## src/rtl/adder_sched_pkg.sv

```systemverilog
// Shared types and constants for the round-robin shared-adder scheduler.
package adder_sched_pkg;
  localparam int ADDER_W_DEF = 3;
  localparam int N_REQ_DEF   = 4;
  localparam int OP_CNT_W    = 10;

  typedef enum logic [1:0] {
    IDLE,
    COMPUTE,
    RESPOND
  } state_t;
endpackage

```

## src/rtl/rca_w.sv

```systemverilog
// Parameterised W-bit ripple-carry adder: a chain of one-bit full-adder cells.
module rca_w #(
  parameter int W = 3
) (
  input  logic [W-1:0] a,
  input  logic [W-1:0] b,
  input  logic         cin,
  output logic [W-1:0] sum,
  output logic         cout
);
  logic [W:0] c;

  assign c[0] = cin;

  for (genvar i = 0; i < W; i++) begin : g_fa
    assign sum[i]  = a[i] ^ b[i] ^ c[i];
    assign c[i+1]  = (a[i] & b[i]) | (c[i] & (a[i] ^ b[i]));
  end

  assign cout = c[W];
endmodule

```

## src/rtl/adder_rr_scheduler.sv

```systemverilog
// Round-robin scheduler sharing one rca_w adder among N_REQ requesters.
// Optional ADDER_SCHED_STATS_EN adds the op_count handshake counter output.
module adder_rr_scheduler
  import adder_sched_pkg::*;
#(
  parameter  int N_REQ = N_REQ_DEF,
  parameter  int W     = ADDER_W_DEF,
  localparam int IDW   = (N_REQ > 1) ? $clog2(N_REQ) : 1
) (
  input  logic               clk,
  input  logic               rst,
  input  logic [N_REQ-1:0]   req_valid,
  output logic [N_REQ-1:0]   req_ready,
  input  logic [N_REQ*W-1:0] req_a,
  input  logic [N_REQ*W-1:0] req_b,
  input  logic [N_REQ-1:0]   req_cin,
  output logic               rsp_valid,
  input  logic               rsp_ready,
  output logic [W-1:0]       rsp_sum,
  output logic               rsp_cout,
`ifdef ADDER_SCHED_STATS_EN
  output logic [IDW-1:0]     rsp_id,
  output logic [OP_CNT_W-1:0] op_count
`else
  output logic [IDW-1:0]     rsp_id
`endif
);

  // First valid index scanning upward from last+1, wrapping at N_REQ.
  function automatic logic [IDW-1:0] rr_pick(input logic [N_REQ-1:0] v,
                                             input logic [IDW-1:0]   last);
    logic [IDW-1:0]   pick;
    logic             found;
    logic [N_REQ-1:0] tmp;
    int               idx;
    pick  = '0;
    found = 1'b0;
    for (int k = 1; k <= N_REQ; k++) begin
      idx = (int'(last) + k) % N_REQ;
      tmp = v >> idx;
      if (!found && tmp[0]) begin
        found = 1'b1;
        pick  = IDW'(idx);
      end
    end
    return pick;
  endfunction

  state_t           state_q, state_d;
  logic [IDW-1:0]   last_grant_q;
  logic [IDW-1:0]   grant_id;
  logic             accept;
  logic [N_REQ-1:0] cin_sel;

  logic [W-1:0]     a_p0, b_p0;
  logic             cin_p0;
  logic [IDW-1:0]   id_p0;
  logic [W-1:0]     sum_c;
  logic             cout_c;

  assign grant_id = rr_pick(req_valid, last_grant_q);
  assign cin_sel  = req_cin >> grant_id;

  always_comb begin
    state_d   = state_q;
    req_ready = '0;
    rsp_valid = 1'b0;
    accept    = 1'b0;
    case (state_q)
      IDLE: begin
        // Ready is withheld while reset is asserted so it shows its reset value.
        if (rst && (|req_valid)) begin
          req_ready = N_REQ'(1) << grant_id;
          accept    = 1'b1;
          state_d   = COMPUTE;
        end
      end
      COMPUTE: state_d = RESPOND;
      RESPOND: begin
        rsp_valid = 1'b1;
        if (rsp_ready) state_d = IDLE;
      end
      default: state_d = IDLE;
    endcase
  end

  always_ff @(posedge clk) begin
    if (!rst) begin
      state_q      <= IDLE;
      last_grant_q <= IDW'(N_REQ - 1);
      rsp_sum      <= '0;
      rsp_cout     <= 1'b0;
      rsp_id       <= '0;
    end else begin
      state_q <= state_d;
      if (accept) last_grant_q <= grant_id;
      // p0 -> p1: adder result becomes the held response
      if (state_q == COMPUTE) begin
        rsp_sum  <= sum_c;
        rsp_cout <= cout_c;
        rsp_id   <= id_p0;
      end
    end
  end

  // p0: operands of the granted requester, captured at the request handshake
  always_ff @(posedge clk) begin
    if (accept) begin
      a_p0   <= W'(req_a >> (int'(grant_id) * W));
      b_p0   <= W'(req_b >> (int'(grant_id) * W));
      cin_p0 <= cin_sel[0];
      id_p0  <= grant_id;
    end
  end

  rca_w #(.W(W)) u_rca (
    .a    (a_p0),
    .b    (b_p0),
    .cin  (cin_p0),
    .sum  (sum_c),
    .cout (cout_c)
  );

`ifdef ADDER_SCHED_STATS_EN
  always_ff @(posedge clk) begin
    if (!rst) op_count <= '0;
    else if (rsp_valid && rsp_ready) op_count <= op_count + 1'b1;
  end
`endif

endmodule

```

## config.mk

```make
export PLATFORM = sky130hd
export DESIGN_NAME = adder_rr_scheduler
export DESIGN_NICKNAME = d
export VERILOG_FILES = /design/src/rtl/adder_sched_pkg.sv /design/src/rtl/rca_w.sv /design/src/rtl/adder_rr_scheduler.sv
export SDC_FILE = /design/constraint.sdc
export NUM_CORES = 1
export LEC_CHECK = 0
export ABC_AREA = 1
export CAP_MARGIN = 20
export CORE_UTILIZATION = 49
export DETAILED_ROUTE_END_ITERATION = 16
export PLACE_DENSITY_LB_ADDON = 0.1
export SETUP_SLACK_MARGIN = 0.1
export SLEW_MARGIN = 0
export SYNTH_ARGS = -nofsm -noshare
export SYNTH_HDL_FRONTEND = slang
export SYNTH_SLANG_ARGS = --single-unit
```

## constraint.sdc

```tcl
create_clock -name clk -period 2.7 [get_ports clk]
set_input_delay 0.54 -clock clk [delete_from_list [all_inputs] [get_ports clk]]
set_output_delay 0.54 -clock clk [all_outputs]
set_load 0.01 [all_outputs]
```

# Word level (Yosys, flattened, before mapping)
# Cells that the tools add are included.
# word_totals
output_inout_bits	11
ff_bits	19
in_bits	35
# op_classes
eq_ne	4
mul	1
add_sub_neg	4
n_mux	15
shifts	8
reduce_logical	14
bitwise_logic	19
# ops
op	n
$shr A4 B32 Y1	4
$shr A12 B32 Y3	1
$mux W2	6
$shr A12 B4 Y3	1
$mux W4	2
$reduce_or A2 Y1	4
$and A1 B1 Y1	6
$mux W1	6
$pmux W2 S3	1
$xor A1 B1 Y1	6
$add A2 B1 Y2 const B	2
$add A2 B2 Y2 const B	2
$and A1 B1 Y1 const A	4
$logic_and A1 B1 Y1	4
$mul A2 B2 Y4 const B	1
$ne A2 B2 Y1 const B	2
$reduce_or A4 Y1	1
$shl A1 B2 Y4 const A	1
$shr A4 B2 Y1	1
$logic_not A1 Y1	3
$or A1 B1 Y1	3
$eq A2 B1 Y1 const B	1
$eq A2 B2 Y1 const B	1
$logic_not A2 Y1	1
$reduce_and A2 Y1	1

# Depth between registers and ports, before layout
# depth
ltp_word	17
mapped_depth	15

# By module
# A second synthesis with hierarchy kept.
# hier_totals
cells_unflattened	201
area_unflattened_um2	1418.9
# by_module_without_submodules
mod	area_each_um2	seq_area_each_um2	cells_each	n_inst
adder_rr_scheduler	1321.3	470.5	188	1
rca_w	97.6	0.0	13	1

# Worst setup path before layout
# Ideal clock, no wire load.
# synth_path
path_type	in2out
start	input req_valid[2]
end	output req_ready[3]
path_stages	12
t_arrival_ps	1536
required_time_ps	2160
setup_slack_ps	624
cell_sequence	inv_1 nand2_1 nand3_2 nand2_4 nor2_8 nand4_1 nand2_1 inv_2 nand2_2 buf_6 nand2_1 nor2_1
# synth_via
elab_chain_len	14
# synth_rtl
element	line_no	rtl
from (decl)	adder_rr_scheduler.sv:12	input logic [N_REQ-1:0] req_valid,
$shr A4 B32 Y1	adder_rr_scheduler.sv:40	tmp = v >> idx;
$mux W1	adder_rr_scheduler.sv:41	if (!found && tmp[0]) begin
$logic_not A1 Y1	adder_rr_scheduler.sv:41	
$logic_and A1 B1 Y1	adder_rr_scheduler.sv:41	
$mux W1	adder_rr_scheduler.sv:41	
$logic_not A1 Y1	adder_rr_scheduler.sv:41	
$logic_and A1 B1 Y1	adder_rr_scheduler.sv:41	
$mux W1	adder_rr_scheduler.sv:41	
$logic_not A1 Y1	adder_rr_scheduler.sv:41	
$logic_and A1 B1 Y1	adder_rr_scheduler.sv:41	
$mux W2 (*)	adder_rr_scheduler.sv:41	
via grant_id[1]	adder_rr_scheduler.sv:51	logic [IDW-1:0] grant_id;
$shl A1 B2 Y4 (*)	adder_rr_scheduler.sv:73	req_ready = N_REQ'(1) << grant_id;
$mux W4 (*)	adder_rr_scheduler.sv:72	if (rst && (|req_valid)) begin
$mux W4 (*)	adder_rr_scheduler.sv:69	case (state_q)
to (decl)	adder_rr_scheduler.sv:13	output logic [N_REQ-1:0] req_ready,
# The timed path passes the listed nets; every way through them passes the cells marked *.

# Final worst setup path
# layout_path
start	register last_grant_q[1]
end	output req_ready[2]
# layout_via
elab_chain_len	17
# layout_rtl
element	line_no	rtl
from (decl)	adder_rr_scheduler.sv:50	logic [IDW-1:0] last_grant_q;
from (signal assigned)	adder_rr_scheduler.sv:90	last_grant_q <= IDW'(N_REQ - 1);
from (signal assigned)	adder_rr_scheduler.sv:96	if (accept) last_grant_q <= grant_id;
$add A2 B1 Y2	adder_rr_scheduler.sv:39	idx = (int'(last) + k) % N_REQ;
$reduce_or A2 Y1 (no source line)	n/a	
$and A1 B1 Y1 (no source line)	n/a	
$shr A4 B32 Y1	adder_rr_scheduler.sv:40	
$mux W1	adder_rr_scheduler.sv:41	
$logic_not A1 Y1	adder_rr_scheduler.sv:41	
$logic_and A1 B1 Y1	adder_rr_scheduler.sv:41	
$mux W1	adder_rr_scheduler.sv:41	
$logic_not A1 Y1	adder_rr_scheduler.sv:41	
$logic_and A1 B1 Y1	adder_rr_scheduler.sv:41	
$mux W1	adder_rr_scheduler.sv:41	
$logic_not A1 Y1	adder_rr_scheduler.sv:41	
$logic_and A1 B1 Y1	adder_rr_scheduler.sv:41	
$mux W2 (*)	adder_rr_scheduler.sv:41	
$shl A1 B2 Y4 (*)	adder_rr_scheduler.sv:73	
$mux W4 (*)	adder_rr_scheduler.sv:72	
$mux W4 (*)	adder_rr_scheduler.sv:69	
# Every way passes the cells marked *; elsewhere a longest branch is shown, timed or not.

==> results by group <==
Placed design
  • DPL Wire Length: 2.62 mm
  • Placed Area: 1930 um^2
  • RD Place Congestion: 0.960
  • Port buffer count: 45
  • DP Worst Slack: -0.353 ns
  • Cells after DPL: ~280

Timing
  • Final hold vios: 0
  • Period utilization: about nine tenths
  • Worst Skew: 0.00585 ns
  • Final worst setup slack: 0.249 ns
  • Worst-margin pin slew: 0.229 ns
  • Maximum clock frequency: 408 MHz
  • Final setup vio count: 0
  • RSZ-0062 raised after global routing: false
  • Slew Limit Fails: 0
  • Slew HR: 84.7%
  • Tmin final: about 2.5 ns

Synth
  • Largest family of logic cells by synthesized area: simple AND/OR/NAND/NOR gates
  • Post-Synth Simple-Gate Area: about 44%
  • Mapped Cells: 193
  • Cell Area, Synth: 1410 um^2
  • Post-synthesis share of cell area spent on xor and xnor gates: 0%
  • Synth Net Count: 231
  • Yosys reg bits: 19
  • Synth Area in Adders: 4.26%
  • Synth Area in Compound Gates: around 7%
  • Syn. warnings: 0
  • Post-synthesis mux area share: 0%
  • Netlist cell types: 26
  • Mean post-synth cell area: 7.30 um^2
  • Register area share after synthesis: 33.4%

Job
  • Max Cap Viol: 0

Setup path
  • CP endpoint kind: primary output
  • Critical path class: reg -> out
  • Critical path peak fanout: 8
  • Worst EP required: 2.16 ns
  • WP data arrival: 1.91 ns
  • Critical Path Start Type: flip-flop

Clock tree
  • Clk Latency, worst-skew pair: 0.29 ns
  • CTS tree: done
  • Clock sinks: 19
  • Root Driver: clkbuf_4
  • # hold bufs at CTS: 0
  • CTS Buf Count: 3
  • H-Tree Depth: 1
  • Reg clk slew, reported paths: between 0.1 and 0.15 ns
  • CTS Buffer Depth: 2

Cells and area
  • Layout Cells excl Fill: 281
  • N_diodes: 0
  • # fillers: 231
  • Final core occ: 71.4%
  • Share of layout cells above drive strength 1: 21.2%
  • Total Nets Final: ~290
  • Design area: 1950 um^2
  • Area delta synth->final: 38.5%

Power and ir drop
  • Lkg Pwr: just under 1 nW
  • VDD IR max: approximately 0.85 mV
  • Pwr Total: between 2 and 2.5 mW
  • Power per Cell Area: between 1000 and 1500 nW/um^2

Die
  • Boundary Pins: between 40 and 50
  • Chip height: 55.6 um
  • Starting density of the core: 51.5%
  • Row count: 19
  • Die X: approximately 56 um
  • Die area: 3090 um^2
  • Core Area: 2730 um^2

Global route
  • GR Layer Usage met2: approximately two fifths
  • Met1 usage: 26.9%
  • Busiest grt layer: met2
  • Global-route wire length before repair: 5.40 mm
  • Met3 GRT Util: less than 1%
  • Vias in the first global route: 1,374
  • Initial antenna violation count: 0
  • Tot GR Track Use: 21.4%
  • Global route total overflow: 0
  • Largest net degree at the start of global routing: 15

Drt
  • DRC Markers: 0
  • ANT nets after route: 0
  • Routed len/inst: 11.5 um
  • Pre-antenna DRT Iters: 4
  • Final wirelength: 3.22 mm
  • Initial DRC count: 67
  • Via-to-Cell Ratio: between 5 and 6
  • Via Count: roughly 1,500

Worst hold path
  • HP Class: reg -> reg

Outcome
  • Status: finished, final reports clean
## power breakdown
group / switching, mW / leakage, nW / internal (mW)
combinational: 0.867 / 0.777 / 0.578
sequential: 0.0552 / 0.169 / 0.449
clock: 0.0839 / 0.0177 / 0.0551
## repair_timing
action	CTS	global route
hold endpoints to repair	0	0
endpoints found under the setup margin	4	4
pin swaps	7	1
buffers inserted	1	0
gates resized for setup	21	4
## layout by cell type, fill, tap and decap left out, drive strengths merged, types with 3 or more instances in the layout
cell / count
a21oi: 6
edfxtp: 9
nor2: 12
clkdlybuf4s50: 37
nand2: 88
fa: 3
inv: 20
clkbuf: 3
dlygate4sd2: 3
nand3: 22
buf: 19
dfxtp: 10
o21ai: 9
nand4: 4
## metal layers
metal	part of all wire [%]	vias up	routed length (um)
met1	42	668	1350
met2	52	51	1690
met5	0	-	0
li1	-	730	-
met4	0.56	0	18
met3	5.2	4	167
## registers in the layout (all words and copies together) (netlist names)
| register | count |
|---|---|
| a_p0 | 3 |
| b_p0 | 3 |
| rsp_sum | 3 |
| id_p0 | 2 |
| last_grant_q | 2 |
| rsp_id | 2 |
| state_q | 2 |
| cin_p0 | 1 |
| rsp_cout | 1 |
## cells in the mapped netlist
| cell | count | area share [%] |
|---|---|---|
| o21ai_1 | 1 | 0.35 |
| nor2_1 | 11 | 2.9 |
| nand3_2 | 2 | 1.4 |
| o21ai_0 | 7 | 2.5 |
| nand2_2 | 12 | 5.3 |
| buf_4 | 1 | 0.53 |
| nor2_8 | 1 | 1.4 |
| nand4_1 | 3 | 1.3 |
| buf_6 | 4 | 3.2 |
| a21oi_1 | 6 | 2.1 |
| o21bai_2 | 1 | 0.80 |
| buf_2 | 1 | 0.35 |
| buf_12 | 1 | 1.4 |
| nand2_4 | 4 | 3.2 |
| o21ai_2 | 1 | 0.62 |
| inv_6 | 1 | 0.62 |
| inv_2 | 3 | 0.80 |
| inv_1 | 16 | 4.3 |
| fa_1 | 3 | 4.3 |
| a41oi_1 | 1 | 0.62 |
| nand3_1 | 20 | 7.1 |
| nor3_2 | 1 | 0.71 |
| edfxtp_1 | 9 | 19 |
| dfxtp_1 | 10 | 14 |
| nand2_1 | 72 | 19 |
| nand4_4 | 1 | 1.5 |
## cell families (layout without fill, tap and decap cells)
kind of cell	after synthesis	in the layout
flip-flops	19	19
adder cells (fa/ha/maj)	3	3
buffers and inverters	27	84
AND/OR/NAND/NOR	127	127
AO/OA/AOI/OAI	17	17
## worst max-delay path, stage by stage, from the launching register on
cell and delay (ns):
dfxtp_2 0.47, inv_6 0.06, nand2_1 0.07, nand2_2 0.11, nand2_4 0.10, nand2_4 0.07, nor2_8 0.14, nand4_1 0.08
nand2_1 0.08, inv_2 0.04, nand2_4 0.08, nand2_1 0.08, nor2_1 0.08, buf_2 0.13
## per-stage QoR
step | hold slack, ns | setup TNS, ns
global route | 0.521 | 0
finish | 0.489 | 0
detailed placement | 0.471 | -1.25
global placement | 0.463 | -1.07
floorplan | 0.467 | 0
CTS | 0.493 | 0
## cell type report
type | count | area [um^2] | area share [%]
Clock inverter | 1 | 5.00 | 0.256
Multi-Input combinational cell | 147 | 791 | 40.5
Timing Repair Buffer | 60 | 542 | 27.8
Clock buffer | 3 | 22.5 | 1.15
Inverter | 20 | 80.1 | 4.10
Tap cell | 31 | 38.8 | 1.99
Sequential cell | 19 | 473 | 24.2
## worst paths after layout
| path | start | endpoint | slack [ns] | depth (start not counted) |
|---|---|---|---|---|
| max | last_grant_q[1]$_SDFFE_PN1P_ | req_ready[2] | 0.25 | 13 |
| min | rsp_id[0]$_SDFFE_PN0N_ | rsp_id[0]$_SDFFE_PN0N_ | 0.49 | 2 |
| max reg2reg | last_grant_q[1]$_SDFFE_PN1P_ | cin_p0$_DFFE_PP_ | 0.77 | 14 |
| min reg2reg | rsp_id[0]$_SDFFE_PN0N_ | rsp_id[0]$_SDFFE_PN0N_ | 0.49 | 2 |
No activity file was read; power rests on OpenSTA's default activity.
